[src/rtl/cic_interp_pkg.sv]
// Shared constants for the CIC interpolator: internal width and the
// rate-indexed gain-normalisation shift table.
package cic_interp_pkg;

  localparam int RATE_W   = 8;
  localparam int RATE_CNT = 1 << RATE_W;

  typedef logic [RATE_CNT-1:0][7:0] bg_tbl_t;

  function automatic int cic_width(int bw, int n, int l2);
    return bw + (n - 1) * l2;
  endfunction

  // ceil((n-1)*log2(r)): smallest b with 2^b >= r^(n-1)
  function automatic int bitgain(int n, int r);
    logic [63:0] p;
    int          b;
    p = 64'd1;
    for (int i = 0; i < n - 1; i++) p = p * 64'(r);
    b = 0;
    while (b < 63 && (64'd1 << b) < p) b++;
    return b;
  endfunction

  // Codes above the legal rate range clamp to the maximum-rate shift so
  // the slice never leaves the internal word.
  function automatic bg_tbl_t bitgain_table(int n, int l2);
    bg_tbl_t t;
    int      rr;
    t = '0;
    for (int r = 0; r < RATE_CNT; r++) begin
      rr   = (r + 1 > (1 << l2)) ? (1 << l2) : r + 1;
      t[r] = 8'(bitgain(n, rr));
    end
    return t;
  endfunction

endpackage

[src/rtl/cic_int_shifter.sv]
// Gain normalisation: picks a bw-bit window of the W-bit integrator word,
// offset by the rate-dependent bitgain. Truncating, no rounding.
module cic_int_shifter
  import cic_interp_pkg::*;
#(
  parameter int bw            = 16,
  parameter int N             = 4,
  parameter int LOG2_MAX_RATE = 7
) (
  input  logic [RATE_W-1:0]                           rate_i,
  input  logic [cic_width(bw, N, LOG2_MAX_RATE)-1:0]  data_i,
  output logic [bw-1:0]                               data_o
);

  localparam bg_tbl_t BG = bitgain_table(N, LOG2_MAX_RATE);

  logic [bw-1:0] cand [RATE_CNT];

  for (genvar r = 0; r < RATE_CNT; r++) begin : g_slice
    assign cand[r] = data_i[int'(BG[r]) +: bw];
  end

  assign data_o = cand[rate_i];

endmodule

[src/rtl/cic_interp.sv]
// CIC interpolator: N combs at the input rate, zero-stuffing, N integrators
// at the output rate, then a rate-selected gain-normalising slice.
module cic_interp
  import cic_interp_pkg::*;
#(
  parameter int bw               = 16,
  parameter int N                = 4,
  parameter int log2_of_max_rate = 7
) (
  input  logic              clock,
  input  logic              reset,
  input  logic              enable,
  input  logic [RATE_W-1:0] rate,
  input  logic              strobe_in,
  input  logic              strobe_out,
  input  logic [bw-1:0]     signal_in,
  output logic [bw-1:0]     signal_out
);

  localparam int W = cic_width(bw, N, log2_of_max_rate);

  logic                  clr;
  logic signed [W-1:0]   x_ext;
  logic [N-1:0][W-1:0]   diff_q, diff_d;
  logic [N-1:0][W-1:0]   pipe_q, pipe_d;
  logic [N-1:0][W-1:0]   integ_q, integ_d;
  logic [bw-1:0]         shift_out;

  assign clr   = reset | ~enable;
  assign x_ext = W'($signed(signal_in));

  always_comb begin
    diff_d = diff_q;
    pipe_d = pipe_q;
    if (strobe_in) begin
      diff_d[0] = x_ext;
      pipe_d[0] = x_ext - diff_q[0];
      for (int i = 1; i < N; i++) begin
        diff_d[i] = pipe_q[i-1];
        pipe_d[i] = pipe_q[i-1] - diff_q[i];
      end
    end
  end

  // Only a strobe_in coinciding with strobe_out injects; otherwise zeros.
  always_comb begin
    integ_d = integ_q;
    if (strobe_out) begin
      integ_d[0] = integ_q[0] + (strobe_in ? pipe_q[N-1] : '0);
      for (int i = 1; i < N; i++) integ_d[i] = integ_q[i] + integ_q[i-1];
    end
  end

  cic_int_shifter #(
    .bw            (bw),
    .N             (N),
    .LOG2_MAX_RATE (log2_of_max_rate)
  ) u_shifter (
    .rate_i (rate),
    .data_i (integ_q[N-1]),
    .data_o (shift_out)
  );

  always_ff @(posedge clock) begin
    if (clr) begin
      diff_q     <= '0;
      pipe_q     <= '0;
      integ_q    <= '0;
      signal_out <= '0;
    end else begin
      diff_q     <= diff_d;
      pipe_q     <= pipe_d;
      integ_q    <= integ_d;
      signal_out <= shift_out;
    end
  end

endmodule

[config.mk]
export PLATFORM = sky130hd
export DESIGN_NAME = cic_interp
export DESIGN_NICKNAME = d
export VERILOG_FILES = /design/src/rtl/cic_interp_pkg.sv /design/src/rtl/cic_int_shifter.sv /design/src/rtl/cic_interp.sv
export SDC_FILE = /design/constraint.sdc
export NUM_CORES = 1
export LEC_CHECK = 0
export ABC_CLOCK_PERIOD_IN_PS = 5100
export CORE_MARGIN = 4
export CORE_UTILIZATION = 55
export DETAILED_ROUTE_END_ITERATION = 7
export GPL_ROUTABILITY_DRIVEN = 0
export PLACE_DENSITY = 0.74
export RECOVER_POWER = 50
export SYNTH_ARGS = -nofsm -noshare
export SYNTH_HDL_FRONTEND = slang
export SYNTH_SLANG_ARGS = --single-unit
[constraint.sdc]
create_clock -name clock -period 5.1 [get_ports clock]
set_clock_uncertainty 0.15 [all_clocks]
set_input_delay 1.53 -clock clock [delete_from_list [all_inputs] [get_ports clock]]
set_output_delay 1.53 -clock clock [all_outputs]
set_load 0.05 [all_outputs]
==> results.cfg <==
[outcome]
outcome = finished with violations
violations = capacitance limit, slew limit

[timing]
hold_violations = 0
fin_tns_setup_ns = 0
worst_pin_slew_ns = 1.600
rsz0062_at_grt = false
slew_violations = 33
layout_worst_path_cycle_share_pct = 86.01
max_freq_ghz = 0.2280
setup_viol = 0
relSlewSlack_pct = -6.698
min_period_ns = 4.387

[drt]
via_per_inst = 5.829
drt_iter0_drc = 1506
drc = 0
ant_nets = 0
wl_per_cell_um = 15.84
wl_mm = 67.29
drt_first_pass_iters = 5
vias = 24770

[yosys]
yosysSeqAreaShare_pct = 27.66
ys_ff_latch = 399
synthArstFlopShare_pct = 0
syn_area_um2 = 28880
synthTopCellsByArea = dfxtp_1 28%, ha_1 11%, mux2i_1 8.4%, nor2_1 7.1%, a21oi_1 4.6%
synth.largest_area_cell = dfxtp_1
syn-num-nets = 3872
synth_cell_type_count = 82
synth_edf_count = 0
synth_top_area_share_pct = 27.66
yosys_most_used_dff = dfxtp_1
syn_inst = 3585
synth.avg_cell_area_um2 = 8.055
yosysWarnings = 0

[grt]
grt_pass1_wl_mm = 113.1
grt_usage_pct = 23.19
first_global_vias = 23340
grt_start_max_net_pins = 144
overflow = 0
antenna_found_initial = 0

[finish]
antennaDiodeCount = 0
seq_area_um2 = 7988
fillCellCount = 4492
multiInputGateArea_um2 = 19570
area_delta_synth_final_pct = 8.860
fin_area_um2 = 31440
fin_cells = 4249
fin_nets = 3822
drive_above_1_share_pct = 6.024

[die]
start_util_pct = 55.95
io_pins = 45
rows = 83
die_w_um = 237.1
dieArea_um2 = 56240
die_h_um = 237.1
core_area_um2 = 51610

[clock_network]
cts.clk_slew.worst_paths_ns = 0.06
cts_root_buffer = clkbuf_16
cts_setup_buffers = 0
clk_latency_ns = 0.58
ctsHoldBuffers = 0
post_cts_resized = 0
cts.sinks = 399
cts_max_level = 2
cts_buffer_depth = 3
cts_tree = built
cts_made_buffers = 45

[place]
detailed_place.area_um2 = 29880
port_buffers = 44
dp_hpwl_mm = 48.15
dp.cells = 4168

[worst_setup_path]
r2r-end = integ_q[143]
r2r_start = integ_q[111]
timing.critical_path.to_type = flip-flop
ff2ff_setup_slack_ns = 1.34
path_class = in -> reg
critical_path.cell_chain = dlygate4sd3_1 > nand2b_1 > nor2_1 > buf_4 > nand2_1 > o41ai_1 > a31oi_1 > nand3_1
cp-start-kind = primary input
critPathMaxStageDelay_ns = 0.91
r2r_cells = 12
cp.arrival_ns = 4.75
cpMaxStageDelayCell = nor2_1
path_max_fanout = 34
crit_required_ns = 5.46

[power]
peakVddDrop_mv = 0.3314
p_leak_uw = 0.01381
finalPower_uw = 8891
p_per_area_nw_per_um2 = 282.8

[worst_hold_path]
min_to = pipe_q[146]
hp-class = reg -> reg
hold_start = pipe_q[146]
hold_depth = 2

[job]
cap_violations = 1
[flip-flops by register name, indices dropped and copies added, names as in the netlist]
name,cells
diff_q,107
integ_q,148
pipe_q,128
signal_out,16
[cell usage after synthesis, drive strengths merged, types with 8 or more instances]
master / n
xnor2: 137
o22ai: 36
buf: 36
nand2: 213
or3: 14
a31o: 8
ha: 249
nand4: 33
dfxtp: 399
or2: 20
and3: 23
o31a: 13
and2: 55
o221ai: 16
a211oi: 77
a21o: 135
nand2b: 31
a31oi: 32
o211ai: 28
nand3: 53
fa: 9
nor3: 43
nor2b: 39
a311oi: 9
xor2: 61
clkbuf: 156
o21ai: 210
a221oi: 10
o21bai: 25
inv: 155
o31ai: 13
a21oi: 264
mux2i: 242
a211o: 10
nor2: 547
mux2: 22
mux4: 23
o21a: 32
[where the power goes]
group / internal [uW] / total (uW) / switching, uW
logic: 933 / 2130 / 1200
registers: 3230 / 3330 / 92.6
clock network: 2110 / 3440 / 1330
[kinds of logic (layout without fill, tap and decap cells)]
group	Yosys count	after routing	synth area share (%)
buffers and inverters	349	333	4.588
flip-flops	399	399	27.66
AO/OA/AOI/OAI	988	988	22.11
multiplexers	287	287	11.04
AND/OR/NAND/NOR	1106	1106	17.18
XOR/XNOR	198	198	6.005
adder cells (fa/ha/maj)	258	258	11.41
[critical path, delay by kind of cell]
family                 cells  cell delay, ns
AO/OA/AOI/OAI              2            0.15
buffers and inverters      2            1.06
AND/OR/NAND/NOR            4            2.00
[layout by cell type, fill, tap and decap left out, types with 36 or more instances in the layout]
| cell type | Yosys | layout |
|---|---|---|
| o22ai_1 | 36 | 36 |
| dfxtp_1 | 399 | 399 |
| buf_4 | 0 | 45 |
| nor3_1 | 43 | 43 |
| clkdlybuf4s50_1 | 0 | 38 |
| mux2i_1 | 242 | 242 |
| clkbuf_16 | 0 | 45 |
| a21o_1 | 135 | 135 |
| inv_1 | 155 | 155 |
| o21ai_0 | 206 | 206 |
| nor2_1 | 547 | 547 |
| a211oi_1 | 76 | 76 |
| a21oi_1 | 264 | 264 |
| nor2b_1 | 39 | 38 |
| nand2_1 | 213 | 213 |
| nand3_1 | 53 | 53 |
| and2_1 | 55 | 55 |
| xor2_1 | 61 | 61 |
| ha_1 | 249 | 249 |
| xnor2_1 | 137 | 137 |
[how the worst max path moves through the flow]
stage,start,endpoint
2_1_floorplan,strobe_in,integ_q[36]
3_3_place_gp,strobe_in,integ_q[36]
3_5_place_dp,strobe_in,integ_q[36]
4_1_cts,strobe_in,integ_q[36]
5_1_grt,strobe_in,integ_q[36]
6_report,reset,integ_q[70]
[layer usage]
metal  global-route usage (%)  vias to the layer above  routed length [um]
met2                    40.17                      451               32060
met3                    2.564                      126                2202
li1                         -                    12770                   -
met4                    8.139                        0                2082
met1                    30.12                    11420               30940
met5                        0                        -                   0
[layout make-up]
cell class                 instances  area share, %
tap                              680          2.706
inverter                         157          1.875
clock buffer                      61          4.060
clock inverter                    20         0.9313
multi-input combinational       2837          62.24
timing repair buffer              95          2.774
sequential                       399          25.41
[through the flow]
step	utilization [%]	setup slack, ns	hold slack [ns]
2_1_floorplan	-	0.04899	0.2674
3_3_place_gp	57.90	0.2204	0.2959
3_5_place_dp	57.90	0.1536	0.3124
4_1_cts	60.94	0.7790	0.3250
5_1_grt	60.91	0.4942	0.3473
6_report	60.91	0.7133	0.3197
(Power assumes the default switching activity.)
